==> config.mk <==
export PLATFORM = sky130hd
export DESIGN_NAME = seg_scan_mux_flat
export DESIGN_NICKNAME = d
export VERILOG_FILES = /design/src/rtl/seg_pkg.sv /design/src/rtl/seg_scan_mux_if.sv /design/src/rtl/refresh_tick.sv /design/src/rtl/seg_scan_mux.sv /design/src/flat_wrapper.sv
export SDC_FILE = /design/constraint.sdc
export NUM_CORES = 1
export LEC_CHECK = 0
export CORE_ASPECT_RATIO = 1.4
export CORE_UTILIZATION = 56
export CTS_CLUSTER_DIAMETER = 40
export CTS_CLUSTER_SIZE = 14
export DETAILED_ROUTE_END_ITERATION = 8
export GPL_TIMING_DRIVEN = 0
export PLACE_DENSITY = 0.9
export SYNTH_ARGS = -nofsm -noshare
export SYNTH_HDL_FRONTEND = slang
export SYNTH_HIERARCHICAL = 1
export SYNTH_SLANG_ARGS = --single-unit
==> constraint.sdc <==
create_clock -name clk -period 2.9 [get_ports clk]
set_input_delay 0.29 -clock clk [delete_from_list [all_inputs] [get_ports clk]]
set_output_delay 0.29 -clock clk [all_outputs]
set_load 0.01 [all_outputs]
==> src/rtl/seg_pkg.sv <==
// Shared constants for the 7-segment display blocks (scan mux, decoder, dividers).
package seg_pkg;
  localparam int NUM_DIGITS          = 4;
  localparam int DIGIT_W             = 4;
  localparam int DEFAULT_REFRESH_DIV = 100000;
  localparam logic [NUM_DIGITS-1:0] AN_ALL_OFF = 4'b1111;

  typedef logic [1:0] digit_idx_t;
endpackage

==> src/rtl/seg_scan_mux_if.sv <==
// Bundle between a digit source/observer (master) and the scan mux (slave).
interface seg_scan_mux_if;
  import seg_pkg::*;

  logic [NUM_DIGITS*DIGIT_W-1:0] digits_in;
  logic                          load;
  logic                          blank_lz;
  logic [DIGIT_W-1:0]            bcd_out;
  logic [NUM_DIGITS-1:0]         an;
  digit_idx_t                    digit_sel;
  logic                          frame_start;

  modport master (
    output digits_in, load, blank_lz,
    input  bcd_out, an, digit_sel, frame_start
  );

  modport slave (
    input  digits_in, load, blank_lz,
    output bcd_out, an, digit_sel, frame_start
  );
endinterface

==> src/rtl/refresh_tick.sv <==
// Free-running divider: tick is high for one cycle out of every REFRESH_DIV.
module refresh_tick #(
  parameter int REFRESH_DIV = seg_pkg::DEFAULT_REFRESH_DIV,
  parameter int CNT_W       = $clog2(REFRESH_DIV)
) (
  input  logic clk,
  input  logic rst_n,
  output logic tick
);
  localparam logic [CNT_W-1:0] LAST = CNT_W'(REFRESH_DIV - 1);

  logic [CNT_W-1:0] div;

  always_ff @(posedge clk) begin
    if (!rst_n) begin
      div <= '0;
    end else if (div == LAST) begin
      div <= '0;
    end else begin
      div <= div + CNT_W'(1);
    end
  end

  assign tick = (div == LAST);
endmodule

==> src/rtl/seg_scan_mux.sv <==
// Time-multiplexed scan of a double-buffered 4-digit BCD value onto one
// common-anode digit at a time; new values commit only at frame wrap.
module seg_scan_mux
  import seg_pkg::*;
#(
  parameter int REFRESH_DIV = DEFAULT_REFRESH_DIV,
  parameter int CNT_W       = $clog2(REFRESH_DIV)
) (
  input  logic           clk,
  input  logic           rst_n,
  seg_scan_mux_if.slave  bus
);
  localparam int VAL_W = NUM_DIGITS * DIGIT_W;

  logic                  tick;
  logic [VAL_W-1:0]      disp, pend, disp_next;
  logic                  pend_valid;
  digit_idx_t            sel, sel_next;
  logic [DIGIT_W-1:0]    bcd;
  logic [NUM_DIGITS-1:0] an, an_next;
  logic                  frame_start;
  logic                  wrap;

  // Digit i (i>0) goes dark when it and every digit above it are zero.
  function automatic logic is_blanked(input logic [VAL_W-1:0] d,
                                      input digit_idx_t i,
                                      input logic en);
    logic all_zero;
    all_zero = 1'b1;
    for (int j = 1; j < NUM_DIGITS; j++) begin
      if (j >= int'(i)) all_zero = all_zero & (d[j*DIGIT_W +: DIGIT_W] == '0);
    end
    return en && (i != '0) && all_zero;
  endfunction

  refresh_tick #(
    .REFRESH_DIV (REFRESH_DIV),
    .CNT_W       (CNT_W)
  ) u_tick (
    .clk   (clk),
    .rst_n (rst_n),
    .tick  (tick)
  );

  always_comb begin
    wrap      = (sel == digit_idx_t'(NUM_DIGITS - 1));
    sel_next  = sel + digit_idx_t'(1);
    disp_next = disp;
    // A load coinciding with the wrap skips the pending buffer entirely.
    if (wrap) begin
      if (bus.load)       disp_next = bus.digits_in;
      else if (pend_valid) disp_next = pend;
    end
    an_next = is_blanked(disp_next, sel_next, bus.blank_lz)
              ? AN_ALL_OFF : ~(NUM_DIGITS'(1) << sel_next);
  end

  always_ff @(posedge clk) begin
    if (!rst_n) begin
      disp        <= '0;
      pend        <= '0;
      pend_valid  <= 1'b0;
      sel         <= '0;
      bcd         <= '0;
      an          <= 4'b1110;
      frame_start <= 1'b0;
    end else begin
      frame_start <= tick && wrap;
      if (tick && wrap) begin
        disp       <= disp_next;
        pend_valid <= 1'b0;
      end else if (bus.load) begin
        pend       <= bus.digits_in;
        pend_valid <= 1'b1;
      end
      if (tick) begin
        sel <= sel_next;
        bcd <= disp_next[sel_next*DIGIT_W +: DIGIT_W];
        an  <= an_next;
      end
    end
  end

  assign bus.bcd_out     = bcd;
  assign bus.an          = an;
  assign bus.digit_sel   = sel;
  assign bus.frame_start = frame_start;
endmodule

==> src/flat_wrapper.sv <==
// flat-port wrapper written by rule: the top's interface ports become plain ports
module seg_scan_mux_flat import seg_pkg::*;
#(
  parameter int REFRESH_DIV = DEFAULT_REFRESH_DIV,
  parameter int CNT_W       = $clog2(REFRESH_DIV)
)
  (clk, rst_n, bus_digits_in, bus_load, bus_blank_lz, bus_bcd_out, bus_an, bus_digit_sel, bus_frame_start);
  seg_scan_mux_if bus_i ();
  input  logic clk;
  input  logic rst_n;
  input wire logic [$bits(bus_i.digits_in)-1:0] bus_digits_in;
  input wire logic [$bits(bus_i.load)-1:0] bus_load;
  input wire logic [$bits(bus_i.blank_lz)-1:0] bus_blank_lz;
  output wire logic [$bits(bus_i.bcd_out)-1:0] bus_bcd_out;
  output wire logic [$bits(bus_i.an)-1:0] bus_an;
  output wire logic [$bits(bus_i.digit_sel)-1:0] bus_digit_sel;
  output wire logic [$bits(bus_i.frame_start)-1:0] bus_frame_start;
  assign bus_i.digits_in = bus_digits_in;
  assign bus_i.load = bus_load;
  assign bus_i.blank_lz = bus_blank_lz;
  assign bus_bcd_out = bus_i.bcd_out;
  assign bus_an = bus_i.an;
  assign bus_digit_sel = bus_i.digit_sel;
  assign bus_frame_start = bus_i.frame_start;
  seg_scan_mux #(.REFRESH_DIV(REFRESH_DIV), .CNT_W(CNT_W)) u_core (.clk(clk), .rst_n(rst_n), .bus(bus_i));
endmodule
==> impl_metrics.env, run 1 <==
export IMPL_finalHoldViolations=0
export IMPL_hpwl_um=5320
export IMPL_startpoint_type="register"
export IMPL_track_usage_pct=28.4
export IMPL_min_from="u_core/u_tick/div[0]"
export IMPL_drtIter0Drc=256
export IMPL_ys_ff_latch=61
export IMPL_min_path_cells=1
export IMPL_core_area_sq_um=5200
export IMPL_reg2reg_from="u_core/u_tick/div[0]"
export IMPL_crit_chain="ha_1 > nand4_4 > or2_4 > nor3_1 > clkbuf_2 > and2_0 > clkbuf_1 > nand2_1 > a21boi_0"
export IMPL_ios=31
export IMPL_totalPowerFinal_mw=1.88
export IMPL_crit_arrival_ns=2.93
export IMPL_synth_yosys_warnings=6
export IMPL_seqPwrFrac_pct=46.0
export IMPL_crit_slowest_cell="clkbuf_1"
export IMPL_top_layer="met4"
export IMPL_whs_endpoint="u_core/u_tick/div[0]"
export IMPL_slew_headroom_pct=59.6
export IMPL_htreeDepth=3
export IMPL_met1Wirelength_um=2890
export IMPL_antenna_found_initial=0
export IMPL_tightestPinTransition_ns=0.605
export IMPL_syn_nets=395
export IMPL_min_path_type="register to register"
export IMPL_cts_buffers=9
export IMPL_grt_setup_unrepaired="no"
export IMPL_vias=2790
export IMPL_drtPass1Iterations=5
export IMPL_drt_total_wl_um=7480
export IMPL_status="finished clean"
export IMPL_vias_per_cell=5.82
export IMPL_final_period_utilization_pct=91.9
export IMPL_post_cts_buffers=0
export IMPL_grt_max_degree=11
export IMPL_p_leak_nw=1.38
export IMPL_critical_path_class="register to register"
export IMPL_switching_share_pct=20.9
export IMPL_async_flop_share_pct=0
export IMPL_finalSetupViolations=0
export IMPL_peakVddDrop_mv=0.506
export IMPL_initial_core_util_pct=58.8
export IMPL_clock_latency_ns=0.34
export IMPL_wl_met3_um=386
export IMPL_synth_most_common_cell="nand2_1"
export IMPL_syn_area_sq_um=3060
export IMPL_yosysSeqAreaShare_pct=39.9
export IMPL_p_per_area_nw_per_um2=510
export IMPL_synth_top_area_cell="dfxtp_1"
export IMPL_post_place_ws_ns=0.0395
export IMPL_tns_ns=0
export IMPL_clkTransAtPathRegs_ns=0.07
export IMPL_fin_crit_ns=2.67
export IMPL_die_y_um=89.4
export IMPL_drt_wirelength_per_cell_um=15.6
export IMPL_ys_top_cells_by_area="dfxtp_1, nand2_1, a21boi_0"
export IMPL_setup_slack_ns=0.234
export IMPL_netlist_top_cells_count="nand2_1, dfxtp_1, nor2_1, a21boi_0, clkbuf_1"
export IMPL_synth_top_area_share_pct=39.9
export IMPL_ys_types=48
export IMPL_fin_hold_ws_ns=0.458
export IMPL_core_rowCount=31
export IMPL_maxSlewViolCount=0
export IMPL_drive_gt1_share_pct=8.23
export IMPL_final_util_pct=70.9
export IMPL_end_kind="register"
export IMPL_r2r_slack_ns=0.23
export IMPL_drtAntennaViolNets=0
export IMPL_cp_required_ns=3.16
export IMPL_die_w_um=64.5
export IMPL_max_cap_violations=0
export IMPL_grt_overflow=0
export IMPL_portBuffers=30
export IMPL_grt_first_pass_wirelength_um=12300
export IMPL_ff2ff_path_depth=9
export IMPL_grt_pass1_vias=2728
export IMPL_gp_congestion=0.843
export IMPL_cts_root_buf="clkbuf_8"
export IMPL_internal_power_mw=1.48
export IMPL_syn_to_final_growth_pct=20.5
export IMPL_netlist_instances=368
export IMPL_fmax_mhz=375
export IMPL_finalClockSkew_ns=0.0112
export IMPL_combPwrFrac_pct=6.2
export IMPL_route_detailed_drc=0
export IMPL_antenna_cells=0
export IMPL_cts_tree="yes"
export IMPL_synth_edf_count=0
export IMPL_slowest_delay_ns=0.40
export IMPL_pwr_share_clk_pct=47.8
export IMPL_synthFlopType="dfxtp_1"
export IMPL_finish_net_count=435
export IMPL_cts_path_max_buffers=2
export IMPL_avgSynthCellArea_sq_um=8.31
export IMPL_die_area_sq_um=5760
export IMPL_route_met2_wl_um=4030
export IMPL_p_switching_uw=393
export IMPL_cts_sinks=61
export IMPL_reg2reg_to="u_core/disp[15]"
export IMPL_crit_fanout=10
-- how the worst max path moves through the flow --
stage	startpoint	end	cells past startpoint	slack, ns
floorplan	u_core/u_tick/div[0]	u_core/pend[10]	10	0.58
global placement	u_core/u_tick/div[0]	u_core/pend[11]	10	0.12
detailed placement	u_core/u_tick/div[0]	u_core/pend[4]	10	0.04
CTS	u_core/u_tick/div[0]	u_core/pend[4]	10	0.006
global route	u_core/u_tick/div[0]	u_core/disp[15]	9	0.004
finish	u_core/u_tick/div[0]	u_core/disp[15]	9	0.23
-- layout make-up --
class                           instances  area (sq um)
Buffer                                 23           124
Clock inverter                          3          65.1
Sequential cell                        61          1220
Fill cell                             402          1510
Clock buffer                           13           179
Inverter                                5          18.8
Multi-Input combinational cell        278          1690
Tap cell                               66          82.6
Timing Repair Buffer                   30           300
-- sequential cells by signal, indices dropped and copies added, names as in the netlist --
register                count
u_core/u_tick/div          17
u_core/disp                16
u_core/pend                16
u_core/bus.an               4
u_core/bus.bcd_out          4
u_core/bus.digit_sel        2
u_core/bus.frame_start      1
u_core/pend_valid           1
-- power groups by stage --
stage	sequential (mW)	clock, mW	combinational (mW)
after floorplan	0.880	0	0.0632
after global placement	0.882	0	0.110
after detailed placement	0.882	0	0.114
after CTS	0.864	0.910	0.115
after global routing	0.865	0.953	0.125
final	0.864	0.898	0.116
-- cell usage in the layout, fill, tap and decap left out, types with 2 or more instances in the layout --
cell type / netlist / final
nor2b_1: 7 / 7
inv_1: 4 / 4
a211o_1: 4 / 4
bufinv_16: 0 / 2
buf_6: 4 / 4
buf_2: 3 / 3
dfxtp_1: 61 / 61
nor4_1: 5 / 5
nand2_1: 79 / 79
o2bb2ai_4: 2 / 2
xnor2_1: 11 / 11
and3_1: 2 / 2
clkbuf_1: 15 / 12
and2_1: 5 / 5
a21oi_1: 13 / 13
a32o_1: 3 / 3
o21ai_0: 8 / 8
nor3b_1: 4 / 4
clkbuf_2: 1 / 3
clkbuf_8: 0 / 13
ha_1: 7 / 7
a21boi_0: 29 / 29
nand3b_1: 3 / 3
nor2_1: 30 / 30
mux2i_1: 5 / 5
clkdlybuf4s50_1: 0 / 30
nor3_1: 12 / 12
nand3_1: 9 / 9
xor2_1: 5 / 5
nand4_1: 4 / 4
o22ai_1: 13 / 13
-- routing by layer --
| metal | vias up | GRT usage, % |
|---|---|---|
| met4 | 0 | 17.2 |
| met2 | 114 | 51.9 |
| met1 | 1305 | 29.5 |
| li1 | 1353 | - |
| met5 | - | 0 |
| met3 | 18 | 6.63 |
-- what timing repair did --
item                                    4_1_cts  5_1_grt
endpoints found under the setup margin        0       20
resized for setup                             0        4
hold buffers                                  0        0
-- worst max-delay path, delay by kind of cell, from the launching register on --
family	cells	cell delay, ns
AOI/OAI and AO/OA	1	0.20
adders and majority gates	1	0.28
buffers and inverters	2	0.66
DFF	1	0.36
and+or+nand+nor	5	1.08
-- cells by family (layout without fill, tap and decap cells) --
kind of cell	after synthesis	count (layout)	synth area share [%]
multiplexers	5	5	1.64
buffers and inverters	29	74	4.70
AND/OR/NAND/NOR	169	169	25.9
XOR/XNOR	16	16	4.58
adder cells (fa/ha/maj)	7	7	2.86
AO/OA/AOI/OAI	81	81	20.3
flip-flops	61	61	39.9
-- per-stage QoR --
stage / area [sq um] / std cells
finish: 3680 / 479
global route: 3680 / 479
CTS: 3680 / 480
detailed placement: 3440 / 464
global placement: 3440 / 464
floorplan: 3060 / 368
Power figures use the tool's default switching activity.
==> run 2: changes to the inputs <==
--- a/config.mk
+++ b/config.mk
@@ -5,13 +5,15 @@
 export SDC_FILE = /design/constraint.sdc
 export NUM_CORES = 1
 export LEC_CHECK = 0
+export ABC_AREA = 1
 export CORE_ASPECT_RATIO = 1.4
-export CORE_UTILIZATION = 56
+export CORE_UTILIZATION = 57
 export CTS_CLUSTER_DIAMETER = 40
 export CTS_CLUSTER_SIZE = 14
 export DETAILED_ROUTE_END_ITERATION = 8
 export GPL_TIMING_DRIVEN = 0
-export PLACE_DENSITY = 0.9
+export PLACE_DENSITY = 0.91
+export SKIP_LAST_GASP = 1
 export SYNTH_ARGS = -nofsm -noshare
 export SYNTH_HDL_FRONTEND = slang
 export SYNTH_HIERARCHICAL = 1
==> run 2 against run 1 <==
  * Die area increased by 0.87%
  * First-iteration DRC count shrank 32%
  * Combinational power increased by 12%
  * Register-to-register slack improved by 0.19 ns
  * Power fell by 11%
  * Clock skew down 0.0064 ns
  * Setup slack better by 0.19 ns
  * Critical endpoint is now u_core/disp[13]
==> impl_metrics.env, run 2 <==
export IMPL_p_per_area_nw_per_um2=452
export IMPL_slew_headroom_pct=63.7
export IMPL_fmax_mhz=403
export IMPL_synthFlopType="dfxtp_1"
export IMPL_grt_setup_unrepaired="no"
export IMPL_largest_register_ffs=17
export IMPL_grt_first_pass_wirelength_um=12700
export IMPL_netlist_top_cells_count="nand2_1, dfxtp_1, inv_1, nor2_1, nand3_1"
export IMPL_antenna_cells=0
export IMPL_cts_tree="yes"
export IMPL_drtPass1Iterations=4
export IMPL_portBuffers=30
export IMPL_die_area_sq_um=5810
export IMPL_peakVddDrop_mv=0.380
export IMPL_min_path_type="register to register"
export IMPL_vias=3102
export IMPL_hpwl_um=5440
export IMPL_syn_nets=487
export IMPL_htreeDepth=3
export IMPL_p_leak_nw=1.58
export IMPL_gp_congestion=0.911
export IMPL_grt_max_degree=13
export IMPL_grt_pass1_vias=3002
export IMPL_synth_yosys_warnings=6
export IMPL_maxSlewViolCount=0
export IMPL_route_detailed_drc=0
export IMPL_hold_buffers=0
export IMPL_ff2ff_path_depth=10
export IMPL_min_path_cells=2
export IMPL_reg2reg_from="u_core/u_tick/div[0]"
export IMPL_pwr_share_clk_pct=40.5
export IMPL_r2r_slack_ns=0.42
export IMPL_layout_common_cells="nand2_1, dfxtp_1, inv_1"
export IMPL_vias_per_cell=5.42
export IMPL_internal_power_mw=1.27
export IMPL_cts_buffers=9
export IMPL_finalHoldViolations=0
export IMPL_layout_commonest_cell="nand2_1"
export IMPL_final_cell_area_sq_um=3690
export IMPL_async_flop_share_pct=0
export IMPL_ys_top_cells_by_area="dfxtp_1, nand2_1, inv_1"
export IMPL_fin_crit_ns=2.48
export IMPL_crit_fanout=10
export IMPL_drtIter0Drc=175
export IMPL_core_area_sq_um=5240
export IMPL_drt_wirelength_per_cell_um=13.2
export IMPL_yosysSeqAreaShare_pct=38.9
export IMPL_syn_area_sq_um=3140
export IMPL_max_cap_violations=0
export IMPL_die_y_um=89.8
export IMPL_drt_total_wl_um=7560
export IMPL_top_register="u_core/u_tick/div"
export IMPL_tightestPinTransition_ns=0.544
export IMPL_totalPowerFinal_mw=1.67
export IMPL_synth_top_area_share_pct=38.9
export IMPL_fillers=421
export IMPL_finish_net_count=528
export IMPL_reg2reg_to="u_core/disp[13]"
export IMPL_finalClockSkew_ns=0.00486
export IMPL_end_kind="register"
export IMPL_switching_share_pct=24.0
export IMPL_final_period_utilization_pct=85.5
export IMPL_cts_sinks=61
export IMPL_top_regs="u_core/u_tick/div: 17 flops, u_core/disp: 16 flops, u_core/pend: 16 flops"
export IMPL_seqPwrFrac_pct=51.7
export IMPL_die_w_um=64.7
export IMPL_core_rowCount=31
export IMPL_p_switching_uw=401
export IMPL_synth_top_area_cell="dfxtp_1"
export IMPL_grt_overflow=0
export IMPL_cts_resized=0
export IMPL_ys_types=34
export IMPL_syn_to_final_growth_pct=17.6
export IMPL_whs_endpoint="u_core/pend[9]"
export IMPL_synth_most_common_cell="nand2_1"
export IMPL_place_area_sq_um=3520
export IMPL_cp_required_ns=3.11
export IMPL_clkTransAtPathRegs_ns=0.06
export IMPL_initial_core_util_pct=60.0
export IMPL_startpoint_type="register"
export IMPL_combPwrFrac_pct=7.8
export IMPL_cts_root_buf="clkbuf_8"
export IMPL_min_from="u_core/pend[9]"
export IMPL_drive_gt1_share_pct=10.3
export IMPL_synth_edf_count=0
export IMPL_drtAntennaViolNets=0
export IMPL_post_cts_buffers=0
export IMPL_cts_path_max_buffers=2
export IMPL_critical_path_class="register to register"
export IMPL_crit_arrival_ns=2.69
export IMPL_finalSetupViolations=0
export IMPL_ys_ff_latch=61
export IMPL_netlist_instances=460
export IMPL_antenna_found_initial=0
export IMPL_status="finished clean"
export IMPL_ios=31
export IMPL_avgSynthCellArea_sq_um=6.83
export IMPL_clock_latency_ns=0.34
export IMPL_track_usage_pct=28.2
export IMPL_tns_ns=0
-- run 2: changes by cell type after synthesis, moves of 10 or more --
cell / previous run / this run
nand2_1: 79 / 139
a21boi_0: 29 / 0
nor2_2: 0 / 14
o21ai_0: 8 / 21
nand3_1: 9 / 32
clkbuf_1: 15 / 5
a21oi_1: 13 / 27
inv_1: 4 / 59
nor3_1: 12 / 0
-- run 2: cell families (layout without fill, tap and decap cells) --
family / count (synthesis) / count (layout) / synth area share (%)
simple gates: 232 / 232 / 31.8
buf+inv: 79 / 125 / 11.2
compound gates: 76 / 76 / 14.0
flops: 61 / 61 / 38.9
fa+ha+maj: 7 / 7 / 2.79
xor+xnor: 5 / 5 / 1.39
-- run 2: worst max-delay path by stage --
stage                                  startpoint                     to  slack [ns]
after floorplan           u_core/bus.digit_sel[0]  u_core/bus.bcd_out[3]        0.99
after global routing         u_core/u_tick/div[0]        u_core/disp[14]        0.22
final                        u_core/u_tick/div[0]        u_core/disp[13]        0.42
after CTS                    u_core/u_tick/div[0]        u_core/disp[13]        0.49
after global placement       u_core/u_tick/div[0]        u_core/disp[15]        0.57
after detailed placement     u_core/u_tick/div[0]        u_core/disp[13]        0.51
-- run 2: power groups by stage --
| stage | logic (mW) | registers (mW) | clock network [mW] |
|---|---|---|---|
| after floorplan | 0.0756 | 0.882 | 0 |
| after global placement | 0.124 | 0.883 | 0 |
| after detailed placement | 0.127 | 0.884 | 0 |
| after CTS | 0.128 | 0.865 | 0.684 |
| after global routing | 0.141 | 0.866 | 0.724 |
| final | 0.130 | 0.865 | 0.677 |
-- run 2: metrics by stage --
stage	hold slack [ns]	worst slack (ns)	std cells	util [%]
final	0.456	0.421	572	70.6
after detailed placement	0.448	0.510	556	67.3
after CTS	0.459	0.487	572	70.6
after floorplan	0.428	0.991	460	-
after global placement	0.441	0.572	556	67.3
after global routing	0.469	0.225	572	70.6
-- run 2: worst max-delay path: stages (launching register included) --
cell	delay, ns
dfxtp_1	0.39
ha_1	0.23
nand2_1	0.07
nor2_1	0.19
nand3_2	0.15
inv_1	0.07
buf_2	0.18
nand2_1	0.22
nand2_1	0.25
buf_1	0.44
o22ai_1	0.15
-- run 2: layer usage --
| layer | wire [um] | track usage [%] |
|---|---|---|
| met1 | 2950 | 28.5 |
| met2 | 3980 | 50.3 |
| met3 | 319 | 4.82 |
| met4 | 313 | 20.0 |
| met5 | 0 | 0 |
-- run 2: area by class of cell --
| type | count | area (sq um) | area share, % |
|---|---|---|---|
| Buffer | 18 | 121 | 3.28 |
| Clock buffer | 15 | 166 | 4.50 |
| Clock inverter | 1 | 5.00 | 0.135 |
| Inverter | 61 | 229 | 6.20 |
| Multi-Input combinational cell | 320 | 1570 | 42.5 |
| Sequential cell | 61 | 1220 | 33.1 |
| Tap cell | 66 | 82.6 | 2.24 |
| Timing Repair Buffer | 30 | 300 | 8.13 |
